$ cat config.mk
export PLATFORM = sky130hd
export DESIGN_NAME = mem_arbiter_flat
export DESIGN_NICKNAME = d
export VERILOG_FILES = /design/src/rtl/mem_arbiter_if.sv /design/src/rtl/mem_arbiter.sv /design/src/flat_wrapper.sv
export SDC_FILE = /design/constraint.sdc
export NUM_CORES = 1
export LEC_CHECK = 0
export CAP_MARGIN = 10
export CORE_MARGIN = 4
export CORE_UTILIZATION = 30
export CTS_BUF_LIST = sky130_fd_sc_hd__clkbuf_16
export DETAILED_ROUTE_END_ITERATION = 7
export PLACE_DENSITY = 0.66
export SYNTH_ARGS = -nofsm -noshare
export SYNTH_HDL_FRONTEND = slang
export SYNTH_SLANG_ARGS = --single-unit
$ cat constraint.sdc
create_clock -name clk -period 1.25 [get_ports clk]
set_input_delay 0.1875 -clock clk [delete_from_list [all_inputs] [get_ports clk]]
set_output_delay 0.1875 -clock clk [all_outputs]
set_load 0.03 [all_outputs]
$ cat src/rtl/mem_arbiter_if.sv
// Bus bundle between the CPU/DMA requesters, the RAM macro and mem_arbiter.
// The arbiter takes the master modport; the requesters and RAM take slave.
interface mem_arbiter_if #(
   parameter int ADDR_W = 12,
   parameter int DATA_W = 16
);
   logic              cpu_req;
   logic              cpu_we;
   logic [ADDR_W-1:0] cpu_addr;
   logic [DATA_W-1:0] cpu_wdata;
   logic              cpu_ack;
   logic [DATA_W-1:0] cpu_rdata;
   logic              dma_req;
   logic              dma_we;
   logic [ADDR_W-1:0] dma_addr;
   logic [DATA_W-1:0] dma_wdata;
   logic              dma_lock;
   logic              dma_ack;
   logic [DATA_W-1:0] dma_rdata;
   logic [ADDR_W-1:0] mem_addr;
   logic [DATA_W-1:0] mem_wdata;
   logic              mem_we;
   logic              mem_re;
   logic [DATA_W-1:0] mem_rdata;
   logic [1:0]        owner;

   modport master (
      input  cpu_req, cpu_we, cpu_addr, cpu_wdata,
      input  dma_req, dma_we, dma_addr, dma_wdata, dma_lock,
      input  mem_rdata,
      output cpu_ack, cpu_rdata, dma_ack, dma_rdata,
      output mem_addr, mem_wdata, mem_we, mem_re, owner
   );

   modport slave (
      output cpu_req, cpu_we, cpu_addr, cpu_wdata,
      output dma_req, dma_we, dma_addr, dma_wdata, dma_lock,
      output mem_rdata,
      input  cpu_ack, cpu_rdata, dma_ack, dma_rdata,
      input  mem_addr, mem_wdata, mem_we, mem_re, owner
   );
endinterface

$ cat src/rtl/mem_arbiter.sv
// Arbitrates CPU and DMA onto the shared RAM with a 4-cycle access FSM.
// Define MEM_ARB_ROUND_ROBIN_EN to alternate grants under contention.
module mem_arbiter #(
   parameter int ADDR_W = 12,
   parameter int DATA_W = 16
) (
   input  logic          clk,
   input  logic          rst_n,
   mem_arbiter_if.master bus
);
   localparam logic [1:0] S_IDLE   = 2'd0;
   localparam logic [1:0] S_ACCESS = 2'd1;
   localparam logic [1:0] S_WAIT   = 2'd2;
   localparam logic [1:0] S_DONE   = 2'd3;

   localparam logic [1:0] OWN_NONE = 2'b00;
   localparam logic [1:0] OWN_CPU  = 2'b01;
   localparam logic [1:0] OWN_DMA  = 2'b10;

   logic [1:0]        state_q, state_d;
   logic [1:0]        owner_q;
   logic [ADDR_W-1:0] addr_q;
   logic [DATA_W-1:0] wdata_q;
   logic [DATA_W-1:0] cpu_rdata_q;
   logic [DATA_W-1:0] dma_rdata_q;
   logic              we_q;
   logic              mem_we_q;
   logic              mem_re_q;
   logic              cpu_ack_q;
   logic              dma_ack_q;
   logic              lock_q;

   logic              any_req;
   logic              dma_first;
   logic              grant_dma;
   logic              sel_we;
   logic [ADDR_W-1:0] sel_addr;
   logic [DATA_W-1:0] sel_wdata;

`ifdef MEM_ARB_ROUND_ROBIN_EN
   logic last_dma_q;

   // Contended grant goes to whoever did not win last time.
   assign dma_first = !last_dma_q;

   always_ff @(posedge clk) begin
      if (!rst_n) begin
         last_dma_q <= 1'b0;
      end else if (state_q == S_IDLE && any_req) begin
         last_dma_q <= grant_dma;
      end
   end
`else
   assign dma_first = 1'b1;
`endif

   assign any_req   = bus.cpu_req | bus.dma_req;
   assign grant_dma = bus.dma_req &
                      (lock_q | !bus.cpu_req | dma_first);
   assign sel_we    = grant_dma ? bus.dma_we    : bus.cpu_we;
   assign sel_addr  = grant_dma ? bus.dma_addr  : bus.cpu_addr;
   assign sel_wdata = grant_dma ? bus.dma_wdata : bus.cpu_wdata;

   always_comb begin
      state_d = state_q;
      case (state_q)
         S_IDLE:   if (any_req) state_d = S_ACCESS;
         S_ACCESS: state_d = S_WAIT;
         S_WAIT:   state_d = S_DONE;
         default:  state_d = S_IDLE;
      endcase
   end

   always_ff @(posedge clk) begin
      if (!rst_n) begin
         state_q     <= S_IDLE;
         owner_q     <= OWN_NONE;
         addr_q      <= '0;
         wdata_q     <= '0;
         cpu_rdata_q <= '0;
         dma_rdata_q <= '0;
         we_q        <= 1'b0;
         mem_we_q    <= 1'b0;
         mem_re_q    <= 1'b0;
         cpu_ack_q   <= 1'b0;
         dma_ack_q   <= 1'b0;
         lock_q      <= 1'b0;
      end else begin
         state_q   <= state_d;
         mem_we_q  <= 1'b0;
         mem_re_q  <= 1'b0;
         cpu_ack_q <= 1'b0;
         dma_ack_q <= 1'b0;
         case (state_q)
            S_IDLE: begin
               if (!bus.dma_lock || !bus.dma_req) lock_q <= 1'b0;
               if (any_req) begin
                  owner_q  <= grant_dma ? OWN_DMA : OWN_CPU;
                  addr_q   <= sel_addr;
                  wdata_q  <= sel_wdata;
                  we_q     <= sel_we;
                  mem_we_q <= sel_we;
                  mem_re_q <= !sel_we;
               end
            end
            S_ACCESS: ;
            S_WAIT: begin
               // RAM data is valid the cycle after the read strobe.
               if (!we_q) begin
                  if (owner_q == OWN_DMA) dma_rdata_q <= bus.mem_rdata;
                  else                    cpu_rdata_q <= bus.mem_rdata;
               end
               cpu_ack_q <= (owner_q == OWN_CPU);
               dma_ack_q <= (owner_q == OWN_DMA);
            end
            default: begin
               if (owner_q == OWN_DMA && bus.dma_lock) lock_q <= 1'b1;
               owner_q <= OWN_NONE;
            end
         endcase
      end
   end

   assign bus.mem_addr  = addr_q;
   assign bus.mem_wdata = wdata_q;
   assign bus.mem_we    = mem_we_q;
   assign bus.mem_re    = mem_re_q;
   assign bus.owner     = owner_q;
   assign bus.cpu_ack   = cpu_ack_q;
   assign bus.dma_ack   = dma_ack_q;
   assign bus.cpu_rdata = cpu_rdata_q;
   assign bus.dma_rdata = dma_rdata_q;
endmodule

$ cat src/flat_wrapper.sv
// flat-port wrapper written by rule: the top's interface ports become plain ports
module mem_arbiter_flat 
#(
   parameter int ADDR_W = 12,
   parameter int DATA_W = 16
)
  (clk, rst_n, bus_cpu_req, bus_cpu_we, bus_cpu_addr, bus_cpu_wdata, bus_dma_req, bus_dma_we, bus_dma_addr, bus_dma_wdata, bus_dma_lock, bus_mem_rdata, bus_cpu_ack, bus_cpu_rdata, bus_dma_ack, bus_dma_rdata, bus_mem_addr, bus_mem_wdata, bus_mem_we, bus_mem_re, bus_owner);
  mem_arbiter_if #(.ADDR_W(ADDR_W), .DATA_W(DATA_W)) bus_i ();
  input  logic clk;
  input  logic rst_n;
  input wire logic [$bits(bus_i.cpu_req)-1:0] bus_cpu_req;
  input wire logic [$bits(bus_i.cpu_we)-1:0] bus_cpu_we;
  input wire logic [$bits(bus_i.cpu_addr)-1:0] bus_cpu_addr;
  input wire logic [$bits(bus_i.cpu_wdata)-1:0] bus_cpu_wdata;
  input wire logic [$bits(bus_i.dma_req)-1:0] bus_dma_req;
  input wire logic [$bits(bus_i.dma_we)-1:0] bus_dma_we;
  input wire logic [$bits(bus_i.dma_addr)-1:0] bus_dma_addr;
  input wire logic [$bits(bus_i.dma_wdata)-1:0] bus_dma_wdata;
  input wire logic [$bits(bus_i.dma_lock)-1:0] bus_dma_lock;
  input wire logic [$bits(bus_i.mem_rdata)-1:0] bus_mem_rdata;
  output wire logic [$bits(bus_i.cpu_ack)-1:0] bus_cpu_ack;
  output wire logic [$bits(bus_i.cpu_rdata)-1:0] bus_cpu_rdata;
  output wire logic [$bits(bus_i.dma_ack)-1:0] bus_dma_ack;
  output wire logic [$bits(bus_i.dma_rdata)-1:0] bus_dma_rdata;
  output wire logic [$bits(bus_i.mem_addr)-1:0] bus_mem_addr;
  output wire logic [$bits(bus_i.mem_wdata)-1:0] bus_mem_wdata;
  output wire logic [$bits(bus_i.mem_we)-1:0] bus_mem_we;
  output wire logic [$bits(bus_i.mem_re)-1:0] bus_mem_re;
  output wire logic [$bits(bus_i.owner)-1:0] bus_owner;
  assign bus_i.cpu_req = bus_cpu_req;
  assign bus_i.cpu_we = bus_cpu_we;
  assign bus_i.cpu_addr = bus_cpu_addr;
  assign bus_i.cpu_wdata = bus_cpu_wdata;
  assign bus_i.dma_req = bus_dma_req;
  assign bus_i.dma_we = bus_dma_we;
  assign bus_i.dma_addr = bus_dma_addr;
  assign bus_i.dma_wdata = bus_dma_wdata;
  assign bus_i.dma_lock = bus_dma_lock;
  assign bus_i.mem_rdata = bus_mem_rdata;
  assign bus_cpu_ack = bus_i.cpu_ack;
  assign bus_cpu_rdata = bus_i.cpu_rdata;
  assign bus_dma_ack = bus_i.dma_ack;
  assign bus_dma_rdata = bus_i.dma_rdata;
  assign bus_mem_addr = bus_i.mem_addr;
  assign bus_mem_wdata = bus_i.mem_wdata;
  assign bus_mem_we = bus_i.mem_we;
  assign bus_mem_re = bus_i.mem_re;
  assign bus_owner = bus_i.owner;
  mem_arbiter #(.ADDR_W(ADDR_W), .DATA_W(DATA_W)) u_core (.clk(clk), .rst_n(rst_n), .bus(bus_i));
endmodule
After elaboration in Yosys (flattened, before gate mapping)
Cells that the tools add are included.

Bits of input ports: 79. Flip-flop bits (word level): 69.

Equality and inequality tests: 5. Mux-type cells: 8. Reductions and logical operators: 9. Bitwise logic cells: 4.

Operators with widths (count): $mux 16 (1); $mux 12 (1); $reduce_and 3->1 (3); $mux 2 (3); $pmux 2 s3 (1); $reduce_and 2->1 (3); $eq 2x1->1 const B (2); $eq 2x2->1 const B (2); $pmux 2 s2 (1); $not 1->1 (3); $logic_not 2->1 (1); $ne 2x1->1 const B (1); $reduce_or 2->1 (1); $logic_not 1->1 (1); $mux 1 (1); $or 1x1->1 (1).

Depth between registers and ports, before layout
Depth in word-level cells: 4. Gate-level depth with buffers: 7. Gate-level depth less buffers: 5.

Worst setup path after synthesis
No wires, ideal clock.

Path type: register to register. From: reg u_core.owner_q[1] (netlist: u_core.bus.owner[1]). To: reg u_core.cpu_rdata_q[10] (netlist: u_core.bus.cpu_rdata[10]). Stages on the path, launching flop included: 6. Required time: 1.178 ns. Path slack: -0.131 ns. Arrival time: 1.310 ns. Cell sequence: dfxtp_1 > nand2b_1 > nand3b_1 > buf_2 > buf_4 > mux2i_1.

Word-level cells in the longest chain between the ends: 3.

Ends and longest elaborated chain: from (decl) (line mem_arbiter.sv:21) `logic [1:0] owner_q;`; from (signal assigned) (line mem_arbiter.sv:98) `owner_q <= grant_dma ? OWN_DMA : OWN_CPU;`; $eq 2x2->1 (line mem_arbiter.sv:110) `if (owner_q == OWN_DMA) dma_rdata_q <= bus.mem_rdata;`; $not 1->1 (no line); $reduce_and 3->1 (no line); to (signal assigned) (line mem_arbiter.sv:111) `else cpu_rdata_q <= bus.mem_rdata;`; to (decl) (line mem_arbiter.sv:24) `logic [DATA_W-1:0] cpu_rdata_q;`.

Every way passes these cells. A chain may end at the register's enable or synchronous reset.

Final worst setup path
From: reg u_core.state_q[1]. To: reg u_core.wdata_q[2] (netlist: u_core.bus.mem_wdata[2]).

Word-level cells in the longest chain between the ends: 2.

Ends and longest elaborated chain: from (decl) (line mem_arbiter.sv:20) `logic [1:0] state_q, state_d;`; from (signal assigned) (line mem_arbiter.sv:89) `state_q <= state_d;`; $logic_not 2->1 (line mem_arbiter.sv:94) `case (state_q)`; $reduce_and 2->1 (no line); to (signal assigned) (line mem_arbiter.sv:100) `wdata_q <= sel_wdata;`; to (decl) (line mem_arbiter.sv:23) `logic [DATA_W-1:0] wdata_q;`.

Every way passes these cells.

==> impl_results.md <==
- Starting Density: 0.308
- CP Launch Type: flop
- Total CTS buffers: 9
- # diodes: 0
- 1st-iter DRT viols: 79
- Ratio of cells with drive above 1 in the final layout: 0.364
- Largest net degree at the start of global routing: 65
- Overall routing resource usage: 0.153
- Cell row count: 35
- Area grow syn2layout: 91.6%
- Synth Instances: 285
- First-pass GRT wire length: 13700 um
- Total wire length: 8950 um
- Crit. End Element: flop
- Final nets: 526
- Fill cells: 795
- Detail Placement HPWL: 6170 um
- Vias per cell: 4.65
- Clock Tree Buf Depth: 2
- Crit path kind: flop to flop
- Pwr dens: 1880 mW/mm^2
- Synth Area per Inst: 10.0 sq um
- Final Cycle Share: 1.04
- Worst Hold Class: input pin to flop
- Tmin final: 1.31 ns
- Max Clk Rate: 766 MHz
- Cell area after layout: 0.00549 sq mm
- Skew-Pair Late Insertion Delay: 0.32 ns
- DRT Pass-1 Iters: 4
- Dpl cell area: 0.00467 sq mm
- Slew Limit Headroom: 0.758
- Commonest non-fill, non-tap cells in the layout: clkdlybuf4s50_1 (75), dfxtp_1 (65), nand2_1 (52)
- Maximum vdd drop: 1220 uV
- GPL Wtd Cong: 0.713
- Clock edge transition at the registers on the reported setup and hold paths: 0.05 ns
- Placement Setup Slack: -0.184 ns
- Worst setup margin: -0.0558 ns
- Max Fanout on Critical Path: 7
- Syn. warnings: 0
- Vias in the first global route: 2702
- Antenna Nets Post-Route: 0
- Worst Tran Pin Value: 0.354 ns
- Root buf cell: clkbuf_16
- Post-Syn Area: 0.00286 sq mm
- Fin. Hold Viols: 0
- Distinct cell type count after synthesis: 30
- RSZ-0062 raised after global routing: yes
- CTS tree: done
- Status: finished, violations left
- Die ar.: 0.0112 sq mm
- Failing checks: setup timing
- Count of final setup violators: 48
- GRT overflow: 0
- CORE AREA: 0.00928 sq mm
- I/O Buffers: 143
- Max Cap Viol: 0
- IO Pins: 145
- Commonest non-fill, non-tap cell in the layout: clkdlybuf4s50_1
- Initial antenna violation count: 0
- #FFs+latches synth: 69
- Tot Pwr: 10.3 mW
- Final Skew: 0.00311 ns
- Worst EP required: 1.51 ns
- Die width: 106 um
- Via Count: 2684
- Die H: 106 um
- Fin Setup TNS: -1.28 ns
- Leak Pwr: 2.26 nW
- Slew Viols, Final: 0
- Worst EP arrival: 1.56 ns
- Register area share after synthesis: 0.482
- CTS H-tree lvls: 3
- Num Clock Sinks: 69
- Syn Nets: 368
- WL/cell: 15.5 um
- DRC: 0
==> state kept, by name (all words and copies together), names as in the netlist <==
register              count
u_core.bus.dma_ack        1
u_core.bus.mem_wdata     16
u_core.bus.cpu_ack        1
u_core.bus.mem_re         1
u_core.bus.mem_we         1
u_core.bus.cpu_rdata     16
u_core.bus.mem_addr      12
u_core.state_q            2
u_core.bus.owner          2
u_core.we_q               1
u_core.bus.dma_rdata     16
==> path summary, 6_finish.rpt <==
path	startpoint	endpoint	slack, ns	depth (start not counted)
hold reg to reg	u_core.bus.dma_rdata[3]	u_core.bus.dma_rdata[3]	0.45	2
setup reg to reg	u_core.state_q[1]	u_core.bus.mem_wdata[2]	-0.06	6
hold / removal	rst_n	u_core.bus.owner[0]	0.21	3
setup / recovery	u_core.state_q[1]	u_core.bus.mem_wdata[2]	-0.06	6
==> routing by layer <==
layer  vias to the layer above  routed length (um)  GRT usage  share of wire
li1                       1317                   -          -              -
met1                      1251                3470      0.168           0.39
met2                       108                4290      0.250           0.48
met3                         8                1110     0.0925           0.12
met4                         0                  76     0.0416         0.0085
met5                         -                   0          0              0
==> Yosys cell counts <==
cell type | n | area share
nor3_1 | 1 | 0.0017
nand2b_1 | 2 | 0.0044
o2bb2ai_2 | 10 | 0.052
or2_1 | 1 | 0.0022
nand3_1 | 18 | 0.031
ha_1 | 4 | 0.017
and4bb_2 | 1 | 0.0044
clkbuf_1 | 7 | 0.0092
o31ai_1 | 1 | 0.0026
and2_1 | 1 | 0.0022
dfxtp_1 | 69 | 0.48
buf_6 | 3 | 0.012
nand2_1 | 52 | 0.068
nor2_1 | 4 | 0.0052
nand3b_1 | 1 | 0.0026
o31a_1 | 1 | 0.0031
inv_1 | 5 | 0.0066
inv_2 | 1 | 0.0013
a22oi_1 | 1 | 0.0026
o21ai_1 | 1 | 0.0017
o21ai_0 | 16 | 0.028
nor2b_1 | 1 | 0.0022
o32ai_1 | 1 | 0.0031
buf_4 | 4 | 0.010
buf_2 | 9 | 0.016
o41ai_1 | 1 | 0.0031
o2bb2ai_1 | 19 | 0.058
nor3b_1 | 2 | 0.0052
a21oi_1 | 4 | 0.0070
mux2i_1 | 44 | 0.15
==> timing repair <==
action                     in CTS  in global routing
setup endpoints to repair      95                 92
hold buffers                    0                  0
cloned                          5                  0
buffers inserted                4                  2
gates resized for setup       147                 97
pin swaps                       9                 22
==> area by class of cell <==
type                       instances  area (sq um)  area share
timing repair buffer             170          1850       0.336
multi-input combinational        187          1730       0.316
clock buffer                       9           225      0.0410
clock inverter                     7           106      0.0194
tap                              129           161      0.0294
sequential                        69          1390       0.253
inverter                           6          27.5     0.00502
==> where the power goes <==
group          leakage (nW)  switching, mW  total [mW]  internal [mW]
Combinational          1.52           2.22        4.35           2.13
Sequential            0.565          0.440        3.14           2.70
Clock                 0.169          0.884        2.81           1.92
==> worst max-delay path, stage by stage (launching register included) <==
cell	delay, ns
dfxtp_4	0.36
inv_4	0.06
ha_4	0.15
o21ai_4	0.06
or2_4	0.31
buf_8	0.16
o2bb2ai_2	0.13
==> cells by family after synthesis <==
family / synth area share
AND/OR/NAND/NOR: 0.130
flip-flops: 0.482
AO/OA/AOI/OAI: 0.162
multiplexers: 0.154
buffers and inverters: 0.0550
adder cells (fa/ha/maj): 0.0175
==> through the flow <==
step,utilization,hold WS [ns],std cells
floorplan,-,0.318,285
CTS,0.570,0.184,576
detailed placement,0.503,0.446,551
finish,0.591,0.208,577
global placement,0.503,0.445,551
global route,0.591,0.215,577
(Power assumes the default switching activity.)
